**src/rtl/ace_snoop_collector.sv**
```systemverilog
// ace_snoop_collector
// Buffers ACE snoop requests (AC) from the interconnect, forwards them one at a
// time to the data cache snoop port, collects the cache response (CR) and any
// data beats (CD), and hands one assembled result per request back upstream.
//
// Ports:
//   clk_i, rst_i            clock, asynchronous active-high reset
//   ac_*                    snoop request from interconnect (valid/ready, addr, snoop, prot)
//   snp_ac_*                request forwarded to cache (valid/ready, addr, snoop, prot)
//   snp_cr_*                cache snoop response (valid/ready, 5-bit CRRESP)
//   snp_cd_*                cache snoop data beats (valid/ready, data, last)
//   res_*                   completed snoop result (valid/ready, addr, resp, has_data, line)
//   err_o                   one-cycle pulse when a CD last flag is misplaced
//   snoop_cnt_o             number of completed snoops, wraps at 2^32
module ace_snoop_collector #(
    parameter int AddrWidth = 64,
    parameter int DataWidth = 64,
    parameter int LineWidth = 128,
    parameter int FifoDepth = 2
) (
    input  logic                 clk_i,
    input  logic                 rst_i,
    input  logic                 ac_valid_i,
    output logic                 ac_ready_o,
    input  logic [AddrWidth-1:0] ac_addr_i,
    input  logic [3:0]           ac_snoop_i,
    input  logic [2:0]           ac_prot_i,
    output logic                 snp_ac_valid_o,
    input  logic                 snp_ac_ready_i,
    output logic [AddrWidth-1:0] snp_ac_addr_o,
    output logic [3:0]           snp_ac_snoop_o,
    output logic [2:0]           snp_ac_prot_o,
    input  logic                 snp_cr_valid_i,
    output logic                 snp_cr_ready_o,
    input  logic [4:0]           snp_cr_resp_i,
    input  logic                 snp_cd_valid_i,
    output logic                 snp_cd_ready_o,
    input  logic [DataWidth-1:0] snp_cd_data_i,
    input  logic                 snp_cd_last_i,
    output logic                 res_valid_o,
    input  logic                 res_ready_i,
    output logic [AddrWidth-1:0] res_addr_o,
    output logic [4:0]           res_resp_o,
    output logic                 res_has_data_o,
    output logic [LineWidth-1:0] res_data_o,
    output logic                 err_o,
    output logic [31:0]          snoop_cnt_o
);

    localparam int NumBeats = LineWidth / DataWidth;
    localparam int BeatW    = (NumBeats > 1) ? $clog2(NumBeats) : 1;
    localparam int PtrW     = $clog2(FifoDepth);
    localparam int CntW     = PtrW + 1;
    localparam int ReqW     = AddrWidth + 7;

    typedef enum logic [2:0] {
        IDLE,
        SEND_AC,
        WAIT_CR,
        COLLECT_CD,
        RESULT
    } state_t;

    state_t state;
    state_t state_next;

    logic [ReqW-1:0]      fifo_mem [FifoDepth];
    logic [PtrW-1:0]      wr_ptr;
    logic [PtrW-1:0]      rd_ptr;
    logic [CntW-1:0]      count;
    logic                 push;
    logic                 pop;

    logic [AddrWidth-1:0] req_addr;
    logic [3:0]           req_snoop;
    logic [2:0]           req_prot;
    logic [4:0]           resp;
    logic [LineWidth-1:0] line;
    logic [BeatW-1:0]     beat;
    logic                 err;
    logic [31:0]          snoop_cnt;

    logic                 cr_hs;
    logic                 cd_hs;
    logic                 res_hs;
    logic                 last_beat;

    // Ready looks only at the registered occupancy, so a full FIFO never
    // accepts even if the head is being popped in the same cycle.
    assign ac_ready_o = (count != CntW'(FifoDepth));
    assign push       = ac_valid_i && ac_ready_o;

    assign cr_hs      = (state == WAIT_CR) && snp_cr_valid_i;
    assign cd_hs      = (state == COLLECT_CD) && snp_cd_valid_i;
    assign res_hs     = (state == RESULT) && res_ready_i;
    assign last_beat  = (beat == BeatW'(NumBeats - 1));

    assign snp_ac_addr_o  = req_addr;
    assign snp_ac_snoop_o = req_snoop;
    assign snp_ac_prot_o  = req_prot;
    assign res_addr_o     = req_addr;
    assign res_resp_o     = resp;
    assign res_has_data_o = resp[0];
    assign res_data_o     = line;
    assign err_o          = err;
    assign snoop_cnt_o    = snoop_cnt;

    // Request buffer storage; contents need no reset since count gates reads.
    always_ff @(posedge clk_i) begin
        if (push) begin
            fifo_mem[wr_ptr] <= {ac_addr_i, ac_snoop_i, ac_prot_i};
        end
    end

    // Request buffer pointers and occupancy.
    always_ff @(posedge clk_i or posedge rst_i) begin
        if (rst_i) begin
            wr_ptr <= '0;
            rd_ptr <= '0;
            count  <= '0;
        end else begin
            if (push) begin
                wr_ptr <= wr_ptr + 1'b1;
            end
            if (pop) begin
                rd_ptr <= rd_ptr + 1'b1;
            end
            case ({push, pop})
                2'b10:   count <= count + 1'b1;
                2'b01:   count <= count - 1'b1;
                default: count <= count;
            endcase
        end
    end

    // State register.
    always_ff @(posedge clk_i or posedge rst_i) begin
        if (rst_i) begin
            state <= IDLE;
        end else begin
            state <= state_next;
        end
    end

    // Next state and handshake outputs; every output is a function of the
    // state alone, so no valid can drop before its handshake.
    always_comb begin
        state_next     = state;
        pop            = 1'b0;
        snp_ac_valid_o = 1'b0;
        snp_cr_ready_o = 1'b0;
        snp_cd_ready_o = 1'b0;
        res_valid_o    = 1'b0;
        case (state)
            IDLE: begin
                if (count != '0) begin
                    pop        = 1'b1;
                    state_next = SEND_AC;
                end
            end
            SEND_AC: begin
                snp_ac_valid_o = 1'b1;
                if (snp_ac_ready_i) begin
                    state_next = WAIT_CR;
                end
            end
            WAIT_CR: begin
                snp_cr_ready_o = 1'b1;
                if (snp_cr_valid_i) begin
                    state_next = snp_cr_resp_i[0] ? COLLECT_CD : RESULT;
                end
            end
            COLLECT_CD: begin
                snp_cd_ready_o = 1'b1;
                if (snp_cd_valid_i && last_beat) begin
                    state_next = RESULT;
                end
            end
            RESULT: begin
                res_valid_o = 1'b1;
                if (res_ready_i) begin
                    state_next = IDLE;
                end
            end
            default: state_next = IDLE;
        endcase
    end

    // Datapath: head request, captured response, line assembly, error pulse
    // and completion counter. The beat count alone ends collection; the last
    // flag is only checked, never trusted.
    always_ff @(posedge clk_i or posedge rst_i) begin
        if (rst_i) begin
            req_addr  <= '0;
            req_snoop <= '0;
            req_prot  <= '0;
            resp      <= '0;
            line      <= '0;
            beat      <= '0;
            err       <= 1'b0;
            snoop_cnt <= '0;
        end else begin
            err <= 1'b0;
            if (pop) begin
                {req_addr, req_snoop, req_prot} <= fifo_mem[rd_ptr];
            end
            if (cr_hs) begin
                resp <= snp_cr_resp_i;
                line <= '0;
                beat <= '0;
            end
            if (cd_hs) begin
                line[beat*DataWidth +: DataWidth] <= snp_cd_data_i;
                beat <= beat + 1'b1;
                err  <= (snp_cd_last_i != last_beat);
            end
            if (res_hs) begin
                snoop_cnt <= snoop_cnt + 32'd1;
            end
        end
    end

endmodule

```
**config.mk**
```make
export PLATFORM = sky130hd
export DESIGN_NAME = ace_snoop_collector
export DESIGN_NICKNAME = d
export VERILOG_FILES = /design/src/rtl/ace_snoop_collector.sv
export SDC_FILE = /design/constraint.sdc
export NUM_CORES = 1
export LEC_CHECK = 0
export ABC_AREA = 1
export CAP_MARGIN = 20
export CORE_MARGIN = 1.5
export CORE_UTILIZATION = 35
export DETAILED_ROUTE_END_ITERATION = 6
export PLACE_DENSITY_LB_ADDON = 0.2
export SYNTH_ARGS = -nofsm -noshare
export SYNTH_HDL_FRONTEND = slang
export SYNTH_SLANG_ARGS = --single-unit
```
**constraint.sdc**
```tcl
create_clock -name clk_i -period 24 [get_ports clk_i]
set_input_delay 4.8 -clock clk_i [delete_from_list [all_inputs] [get_ports clk_i]]
set_output_delay 4.8 -clock clk_i [all_outputs]
set_load 0.01 [all_outputs]
```
==> impl_metrics.env, run 1 <==
export IMPL_area_growth_pct=36.6
export IMPL_ioPinCount=455
export IMPL_cap_violations=0
export IMPL_drt_met1_wl_mm=18.1
export IMPL_port_buffers=454
export IMPL_drc=0
export IMPL_avgSynthCellArea_um2=11.3
export IMPL_hold_viol=0
export IMPL_p_int_w=0.00181
export IMPL_cts_tree="done"
export IMPL_sw_frac_of_total=0.344
export IMPL_design_area_um2=22000
export IMPL_yosysSeqAreaShare=0.645
export IMPL_switchingPower_w=0.000949
export IMPL_yosys_warnings=0
export IMPL_end_kind="register"
export IMPL_synth_top_area_frac=0.380
export IMPL_synth_area_leaders="dfrtp_1, edfxtp_1, nand2_1"
export IMPL_reg2reg_depth=7
export IMPL_gr_total_overflow=0
export IMPL_max_freq_ghz=0.142
export IMPL_synth_cell_types=32
export IMPL_die_area_um2=47400
export IMPL_path_max_fanout=74
export IMPL_min_period_over_period=0.293
export IMPL_slew_viol_final=0
export IMPL_netlist_area_um2=16100
export IMPL_cts_sinks=387
export IMPL_status="completed"
export IMPL_place_area_um2=20600
export IMPL_dr_total_vias=11400
export IMPL_top_layer="met5"
export IMPL_cts_made_buffers=44
export IMPL_regArea_um2=10400
export IMPL_ir_worst_vdd_mv=0.0934
export IMPL_hp_start="res_resp_o[3]"
export IMPL_slowest_stage="buf_4"
export IMPL_drt_wl_total_mm=43.1
export IMPL_p_clk_frac=0.242
export IMPL_core_area_um2=45400
export IMPL_wl_met2_mm=20.3
export IMPL_avgRoutedWirePerCell_um=17.7
export IMPL_fillCellCount=4126
export IMPL_crit_cells=6
export IMPL_start_kind="input pin"
export IMPL_synth_fp_nets=1578
export IMPL_vias_per_cell=4.67
export IMPL_firstDrtPassIters=4
export IMPL_grt_max_degree=124
export IMPL_tightest_slew_ps=1030
export IMPL_rsz0062_at_grt="no"
export IMPL_clock_skew_final_ps=21.5
export IMPL_hold_buffers=0
export IMPL_hold_path_class="register to register"
export IMPL_clk_pin_slew_ps=60
export IMPL_crit_path_start="snp_cd_valid_i"
export IMPL_drtIter0Drc=755
export IMPL_critical_path_buf_inv_count=2
export IMPL_routabilityCongestion=0.864
export IMPL_synthCells=1428
export IMPL_worstSetupEndpoint="res_data_o[3]"
export IMPL_path_cells="clkdlybuf4s50_1, nand2_2, or2_4, buf_4, nand3_1, o21ai_2"
export IMPL_cts_resized=0
export IMPL_num_rows=78
export IMPL_grtUsageTotal=0.180
export IMPL_cts_root_buf="clkbuf_16"
export IMPL_multi_input_area_um2=4370
export IMPL_power_density_nw_per_um2=125
export IMPL_start_util=0.355
export IMPL_setup_viol=0
export IMPL_grt_pass1_vias=11100
export IMPL_finalNetCount=1949
export IMPL_p_comb_frac=0.379
export IMPL_htreeDepth=2
export IMPL_grt_pass1_wl_mm=65.8
export IMPL_insertion_delay_ps=570
export IMPL_p_leak_nw=9.12
export IMPL_dieWidth_um=218
export IMPL_r2r_end="res_data_o[3]"
export IMPL_critPathKind="input pin to register"
export IMPL_dr_wl_met3_mm=3.59
export IMPL_dp_hpwl_mm=29.0
export IMPL_max_slew_margin=0.312
export IMPL_layout_min_cycle_time_ps=7030
export IMPL_synth_top_area_cell="dfrtp_1"
export IMPL_tns_ps=0
export IMPL_critPathArrivalTime_ps=7500
export IMPL_slowest_delay_ps=920
export IMPL_synth_seq_cells=387
export IMPL_die_y_um=218
export IMPL_reg2reg_slack_ps=21130
export IMPL_antenna_found_initial=7
export IMPL_r2r_start="state[0]"
export IMPL_ant_nets=0
export IMPL_drive_gt1_frac=0.119
export IMPL_cts_setup_buffers=0
export IMPL_required_ps=24470
export IMPL_cp_top_family="buffers and inverters"
export IMPL_seq_power_share=0.378
export IMPL_clockBufferDepth=3
-- logic make-up after synthesis --
kind of cell	Yosys count	synth area share
AOI/OAI and AO/OA	204	0.0909
xor gates and xnor gates	17	0.00923
adders and majority gates	2	0.00155
buffers and inverters	244	0.0864
DFF	387	0.645
and+or+nand+nor	574	0.167
-- worst min-delay path by stage --
| stage | to | cells after the start | slack [ps] |
|---|---|---|---|
| 6_report | res_resp_o[3] | 2 | 490 |
| 3_5_place_dp | snp_ac_snoop_o[2] | 2 | 470 |
| 5_1_grt | snp_ac_prot_o[0] | 2 | 520 |
| 4_1_cts | snp_ac_snoop_o[2] | 2 | 490 |
| 2_1_floorplan | count[1] | 1 | 470 |
| 3_3_place_gp | snp_ac_snoop_o[2] | 2 | 460 |
-- synth_stat cells --
library cell	n
nor2_1	188
buf_12	11
nand3_1	103
a21oi_1	3
edfxtp_1	142
nand2_1	201
buf_1	1
o21ai_2	59
o21ai_0	49
and2_1	3
nand3_2	50
xnor2_1	4
o31ai_2	9
ha_1	2
buf_2	22
xor2_1	13
buf_4	66
buf_6	3
nor2_4	2
o31ai_1	62
inv_2	3
clkbuf_1	36
clkbuf_2	1
dfrtp_1	245
or2_4	1
nand2_2	2
inv_1	101
o21ai_1	22
nor3_1	2
nand4_1	7
nor2_2	7
nand3b_1	8
-- flip-flops by register name, summed over array words and instances (netlist names) --
name	count
fifo_mem	142
rd_ptr	1
err_o	1
state	3
res_resp_o	5
wr_ptr	1
snp_ac_snoop_o	4
res_addr_o	64
res_data_o	128
snp_ac_prot_o	3
beat	1
count	2
snoop_cnt_o	32
-- cell type report --
class	count	share of cell area
antenna	3	0.000341
inverter	104	0.0182
clock buffer	62	0.0562
sequential	387	0.472
timing repair buffer	465	0.211
tap	600	0.0341
multi-input combinational	797	0.198
clock inverter	20	0.00977
-- metrics by stage --
| step | cells | utilization | total power (W) | setup WS, ps | hold WS (ps) |
|---|---|---|---|---|---|
| after floorplan | 1428 | - | 0.00162 | 12470 | 469 |
| after CTS | 2435 | 0.485 | 0.00281 | 16840 | 492 |
| after global routing | 2438 | 0.485 | 0.00293 | 16600 | 517 |
| after global placement | 2352 | 0.453 | 0.00211 | 16280 | 464 |
| final | 2438 | 0.485 | 0.00276 | 16970 | 490 |
| after detailed placement | 2353 | 0.453 | 0.00212 | 16230 | 474 |
-- cells in the final DEF (no fill, tap or decap), types with 50 or more instances in the layout --
cell type,netlist,layout
clkdlybuf4s50_1,0,454
dfrtp_1,245,244
edfxtp_1,142,142
inv_1,101,100
nand2_1,201,200
nand3_1,103,102
nand3_2,50,50
nor2_1,188,186
o21ai_2,59,59
o31ai_1,62,62
-- tightest hold or removal path, stage by stage (launching register included) --
cell and delay [ps]:
dfrtp_1 340, nand2_1 60, nand2_1 50
-- power groups by stage --
stage / Clock, W / Combinational (W) / Sequential [W]
after global placement: 0 / 0.00105 / 0.00105
after global routing: 0.000714 / 0.00114 / 0.00107
after detailed placement: 0 / 0.00107 / 0.00106
final: 0.000670 / 0.00105 / 0.00104
after floorplan: 0 / 0.000529 / 0.00110
after CTS: 0.000689 / 0.00107 / 0.00105
-- metal layers --
metal  GRT usage  up-vias
met2       0.288      370
met3      0.0497       72
met5           0        -
li1            -     5500
met1       0.236     5435
met4      0.0613        8
(Power assumes the default switching activity.)
==> inputs of run 2 (changes only) <==
==> constraint.sdc (replaced) <==
create_clock -name clk_i -period 6.75 [get_ports clk_i]
set_input_delay 1.35 -clock clk_i [delete_from_list [all_inputs] [get_ports clk_i]]
set_output_delay 1.35 -clock clk_i [all_outputs]
set_load 0.01 [all_outputs]
==> run 2 against run 1 <==
Cell area fell by 0.55%. Non-clock buffer count unchanged. Die area unchanged. Utilization down 0.27 points. Register-to-register slack got worse by 17000 ps. Critical path type is now register to primary output.
==> impl_metrics.env, run 2 (same netlist as run 1, synthesis figures left out) <==
export IMPL_clock_skew_final_ps=16.4
export IMPL_start_util=0.355
export IMPL_p_comb_frac=0.388
export IMPL_hold_depth=2
export IMPL_insertion_delay_ps=560
export IMPL_slowest_delay_ps=620
export IMPL_cts_made_buffers=43
export IMPL_slew_viol_final=0
export IMPL_p_total_w=0.00967
export IMPL_vias_per_cell=4.72
export IMPL_p_leak_nw=9.07
export IMPL_grt_pass1_wl_mm=66.3
export IMPL_tightest_slew_ps=974
export IMPL_dieWidth_um=218
export IMPL_grt_pass1_vias=11200
export IMPL_drc=0
export IMPL_slowest_stage="clkdlybuf4s50_1"
export IMPL_end_kind="primary output"
export IMPL_cts_root_buf="clkbuf_16"
export IMPL_dr_total_vias=11500
export IMPL_port_buffers=454
export IMPL_clockBufferDepth=3
export IMPL_layout_min_cycle_time_ps=3440
export IMPL_status="completed"
export IMPL_required_ps=5400
export IMPL_path_max_fanout=5
export IMPL_firstDrtPassIters=5
export IMPL_r2r_end="res_addr_o[17]"
export IMPL_final_common_cell="clkdlybuf4s50_1"
export IMPL_cts_setup_buffers=0
export IMPL_area_growth_pct=35.9
export IMPL_critical_path_buf_inv_count=2
export IMPL_hold_viol=0
export IMPL_min_period_over_period=0.510
export IMPL_rsz0062_at_grt="no"
export IMPL_hold_path_class="register to register"
export IMPL_final_cell_mix="clkdlybuf4s50_1, dfrtp_1, nand2_1, nor2_1, edfxtp_1"
export IMPL_grtUsageTotal=0.181
export IMPL_num_rows=78
export IMPL_grt_max_degree=171
export IMPL_reg2reg_depth=6
export IMPL_dp_hpwl_mm=29.4
export IMPL_critPathArrivalTime_ps=2090
export IMPL_detailedPlace_worstSlack_ps=2960
export IMPL_ioPinCount=455
export IMPL_switchingPower_w=0.00335
export IMPL_setup_viol=0
export IMPL_reg2reg_slack_ps=4170
export IMPL_cts_sinks=387
export IMPL_path_cells="inv_2, nand2_1, nor2_2, clkdlybuf4s50_1"
export IMPL_r2r_start="count[0]"
export IMPL_drt_wl_total_mm=43.5
export IMPL_clk_pin_slew_ps=60
export IMPL_die_y_um=218
export IMPL_fillCellCount=4106
export IMPL_finalNetCount=1948
export IMPL_seq_power_share=0.384
export IMPL_p_int_w=0.00632
export IMPL_sw_frac_of_total=0.346
export IMPL_ir_worst_vdd_mv=0.293
export IMPL_max_slew_margin=0.351
export IMPL_hold_buffers=0
export IMPL_ant_nets=0
export IMPL_crit_cells=4
export IMPL_antenna_found_initial=3
export IMPL_hold_ws_ps=489
export IMPL_p_clk_frac=0.228
export IMPL_tns_ps=0
export IMPL_largest_reg_flops=142
export IMPL_gr_total_overflow=0
export IMPL_start_kind="register"
export IMPL_htreeDepth=2
export IMPL_avgRoutedWirePerCell_um=17.9
export IMPL_regMostFlops="fifo_mem"
export IMPL_routabilityCongestion=0.845
export IMPL_diodes=0
export IMPL_hp_start="res_resp_o[4]"
export IMPL_setup_slack_ps=3310
export IMPL_max_freq_ghz=0.291
export IMPL_cts_resized=0
export IMPL_die_area_um2=47400
export IMPL_core_area_um2=45400
export IMPL_drtIter0Drc=774
export IMPL_cp_top_family="buffers and inverters"
export IMPL_drive_gt1_frac=0.118
export IMPL_cap_violations=0
export IMPL_critPathKind="register to primary output"
export IMPL_whs_endpoint="res_resp_o[4]"
export IMPL_cts_tree="done"
export IMPL_power_density_nw_per_um2=441
==> run 2: layout make-up <==
| cell class | count | area (um^2) | share of cell area |
|---|---|---|---|
| repair buffers | 465 | 4670 | 0.213 |
| well taps | 600 | 751 | 0.0343 |
| inverters | 104 | 398 | 0.0182 |
| multi-input cells | 797 | 4370 | 0.200 |
| clock buffers | 61 | 1220 | 0.0559 |
| clock inverters | 17 | 93.8 | 0.00428 |
| flip-flops and latches | 387 | 10400 | 0.475 |
==> run 2: worst register-to-register path, stage by stage, from the launching register on <==
cell	delay [ps]
dfrtp_1	420
nor2_1	300
nor2_2	140
inv_4	600
buf_4	770
nand2_1	150
o31ai_1	110
==> run 2: stage by stage <==
| stage | instances | util | instance area, um^2 |
|---|---|---|---|
| 2_1_floorplan | 1428 | - | 16100 |
| 3_3_place_gp | 2352 | 0.453 | 20600 |
| 3_5_place_dp | 2352 | 0.453 | 20600 |
| 4_1_cts | 2430 | 0.482 | 21900 |
| 5_1_grt | 2431 | 0.483 | 21900 |
| 6_report | 2431 | 0.483 | 21900 |
==> run 2: how the worst max path moves through the flow <==
stage                         startpoint             end  slack, ps
after CTS                       state[2]  snp_cr_ready_o       3280
after floorplan               ac_valid_i  fifo_mem[1][0]       1820
after global placement    snp_cr_valid_i  res_data_o[94]       2980
after global routing            state[2]  snp_cr_ready_o       3200
final                           state[2]  snp_cr_ready_o       3310
after detailed placement  snp_cr_valid_i  res_data_o[97]       2960
==> run 2: power groups by stage <==
stage | sequential (W) | combinational [W] | clock [W]
2_1_floorplan | 0.00390 | 0.00188 | 0
3_3_place_gp | 0.00374 | 0.00377 | 0
3_5_place_dp | 0.00376 | 0.00381 | 0
4_1_cts | 0.00373 | 0.00382 | 0.00227
5_1_grt | 0.00381 | 0.00410 | 0.00236
6_report | 0.00371 | 0.00375 | 0.00220
==> run 2: per-layer routing <==
| layer | vias up | routed length (um) | global-route usage |
|---|---|---|---|
| met2 | 368 | 20100 | 0.288 |
| met5 | - | 45 | 0 |
| met1 | 5570 | 18900 | 0.240 |
| li1 | 5474 | - | - |
| met4 | 6 | 965 | 0.0565 |
| met3 | 63 | 3470 | 0.0509 |
==> inputs of run 3 (changes only) <==
==> constraint.sdc (replaced) <==
create_clock -name clk_i -period 2.9 [get_ports clk_i]
set_input_delay 0.58 -clock clk_i [delete_from_list [all_inputs] [get_ports clk_i]]
set_output_delay 0.58 -clock clk_i [all_outputs]
set_load 0.01 [all_outputs]
==> run 3 against run 2 <==
Register-to-register slack got worse by 3300 ps. Sequential cell count unchanged. Utilization rose by 0.72 points. Combinational power increased by 140%. Sequential share of layout area down 0.70 points. Largest cell class unchanged.
==> impl_metrics.env, run 3 (same netlist as run 1, synthesis figures left out) <==
export IMPL_status="completed"
export IMPL_clock_skew_final_ps=13.5
export IMPL_ioPinCount=455
export IMPL_r2r_start="count[0]"
export IMPL_port_buffers=454
export IMPL_htreeDepth=2
export IMPL_hold_buffers=0
export IMPL_clockBufferDepth=3
export IMPL_start_kind="register"
export IMPL_hold_path_class="input pin to asynchronous set/reset pin"
export IMPL_reg2reg_slack_ps=860
export IMPL_die_y_um=218
export IMPL_cts_root_buf="clkbuf_16"
export IMPL_cts_sinks=387
export IMPL_required_ps=2320
export IMPL_setup_viol=0
export IMPL_max_freq_ghz=0.385
export IMPL_dr_total_vias=11500
export IMPL_dp_hpwl_mm=29.7
export IMPL_dr_wl_met3_mm=3.22
export IMPL_num_rows=78
export IMPL_setup_slack_ps=300
export IMPL_tightest_slew_ps=909
export IMPL_slew_viol_final=0
export IMPL_wl_met2_mm=20.5
export IMPL_insertion_delay_ps=560
export IMPL_core_area_um2=45400
export IMPL_critPathKind="register to primary output"
export IMPL_drt_met1_wl_mm=18.6
export IMPL_cts_made_buffers=44
export IMPL_rsz0062_at_grt="no"
export IMPL_power_density_nw_per_um2=1030
export IMPL_cts_resized=0
export IMPL_grt_max_degree=102
export IMPL_antenna_found_initial=2
export IMPL_stdcell_count=2448
export IMPL_routabilityCongestion=0.812
export IMPL_vias_per_cell=4.68
export IMPL_largest_reg_flops=142
export IMPL_grt_pass1_vias=11400
export IMPL_drt_wl_total_mm=43.2
export IMPL_end_kind="primary output"
export IMPL_drtIter0Drc=665
export IMPL_path_max_fanout=5
export IMPL_ant_nets=0
export IMPL_final_common_cell="clkdlybuf4s50_1"
export IMPL_firstDrtPassIters=5
export IMPL_p_leak_nw=9.23
export IMPL_hold_viol=0
export IMPL_critPathArrivalTime_ps=2020
export IMPL_start_util=0.355
export IMPL_avgRoutedWirePerCell_um=17.6
export IMPL_gr_total_overflow=0
export IMPL_slowest_stage="clkdlybuf4s50_1"
export IMPL_post_route_util=0.490
export IMPL_regMostFlops="fifo_mem"
export IMPL_tns_ps=0
export IMPL_max_slew_margin=0.394
export IMPL_fillCellCount=4131
export IMPL_clk_pin_slew_ps=60
export IMPL_detailedPlace_worstSlack_ps=502
export IMPL_path_cells="inv_2, nand2_1, nor2_2, clkdlybuf4s50_1"
export IMPL_place_area_um2=20800
export IMPL_grtUsageTotal=0.180
export IMPL_grt_pass1_wl_mm=66.1
export IMPL_final_cell_mix="clkdlybuf4s50_1, dfrtp_1, nand2_1, nor2_1, edfxtp_1"
export IMPL_dp_cells=2365
export IMPL_ir_worst_vdd_mv=0.656
export IMPL_reg2reg_depth=6
export IMPL_die_area_um2=47400
export IMPL_design_area_um2=22200
export IMPL_drc=0
export IMPL_drive_gt1_frac=0.126
export IMPL_dieWidth_um=218
export IMPL_top_layer="met5"
export IMPL_layout_min_cycle_time_ps=2600
export IMPL_min_period_over_period=0.897
export IMPL_finalNetCount=1961
export IMPL_cts_tree="done"
export IMPL_slowest_delay_ps=640
export IMPL_cap_violations=0
export IMPL_r2r_end="res_addr_o[15]"
export IMPL_cts_setup_buffers=0
export IMPL_area_growth_pct=37.9
-- run 3: cell types whose count changed in the layout (fill, tap and decap cells not counted), sizes merged --
cell      delta
clkinvlp     +1
buf         +12
bufinv       +2
inv          +2
clkbuf       -1
diode        +1
-- run 3: per-stage QoR --
stage,power [W],hold WS [ps]
finish,0.0229,359
global route,0.0243,356
CTS,0.0233,330
detailed placement,0.0178,468
global placement,0.0176,466
floorplan,0.0134,469
-- run 3: cell type report --
type,count,area [um^2],area share
flip-flops and latches,387,10400,0.468
repair buffers,477,4890,0.220
multi-input cells,797,4370,0.197
clock buffers,60,1220,0.0549
well taps,600,751,0.0338
inverters,104,397,0.0178
clock inverters,22,203,0.00912
diodes,1,2.50,0.000113
-- run 3: how the worst max path moves through the flow --
stage,startpoint,end,slack [ps]
4_1_cts,state[2],snp_cr_ready_o,250
3_5_place_dp,res_ready_i,snoop_cnt_o[23],500
5_1_grt,state[2],snp_cr_ready_o,180
3_3_place_gp,res_ready_i,snoop_cnt_o[15],550
2_1_floorplan,rst_i,beat,-900
6_report,state[2],snp_cr_ready_o,300
-- run 3: where the power goes --
group | internal [W] | switching [W] | leakage (nW) | total [W]
Sequential | 0.00751 | 0.00113 | 4.52 | 0.00864
Clock | 0.00316 | 0.00226 | 0.708 | 0.00542
Combinational | 0.00437 | 0.00448 | 4.00 | 0.00885
Total | 0.0150 | 0.00787 | 9.23 | 0.0229
-- run 3: worst max-delay path: cells and delay by family, from the launching register on --
family	cells	cell delay [ps]
buf+inv	2	750
simple gates	2	280
flops	1	430
-- run 3: per-layer routing --
metal  global-route usage  vias up
met5                    0        -
met4               0.0539        2
met3               0.0457       53
met2                0.294      337
met1                0.235     5552
li1                     -     5507
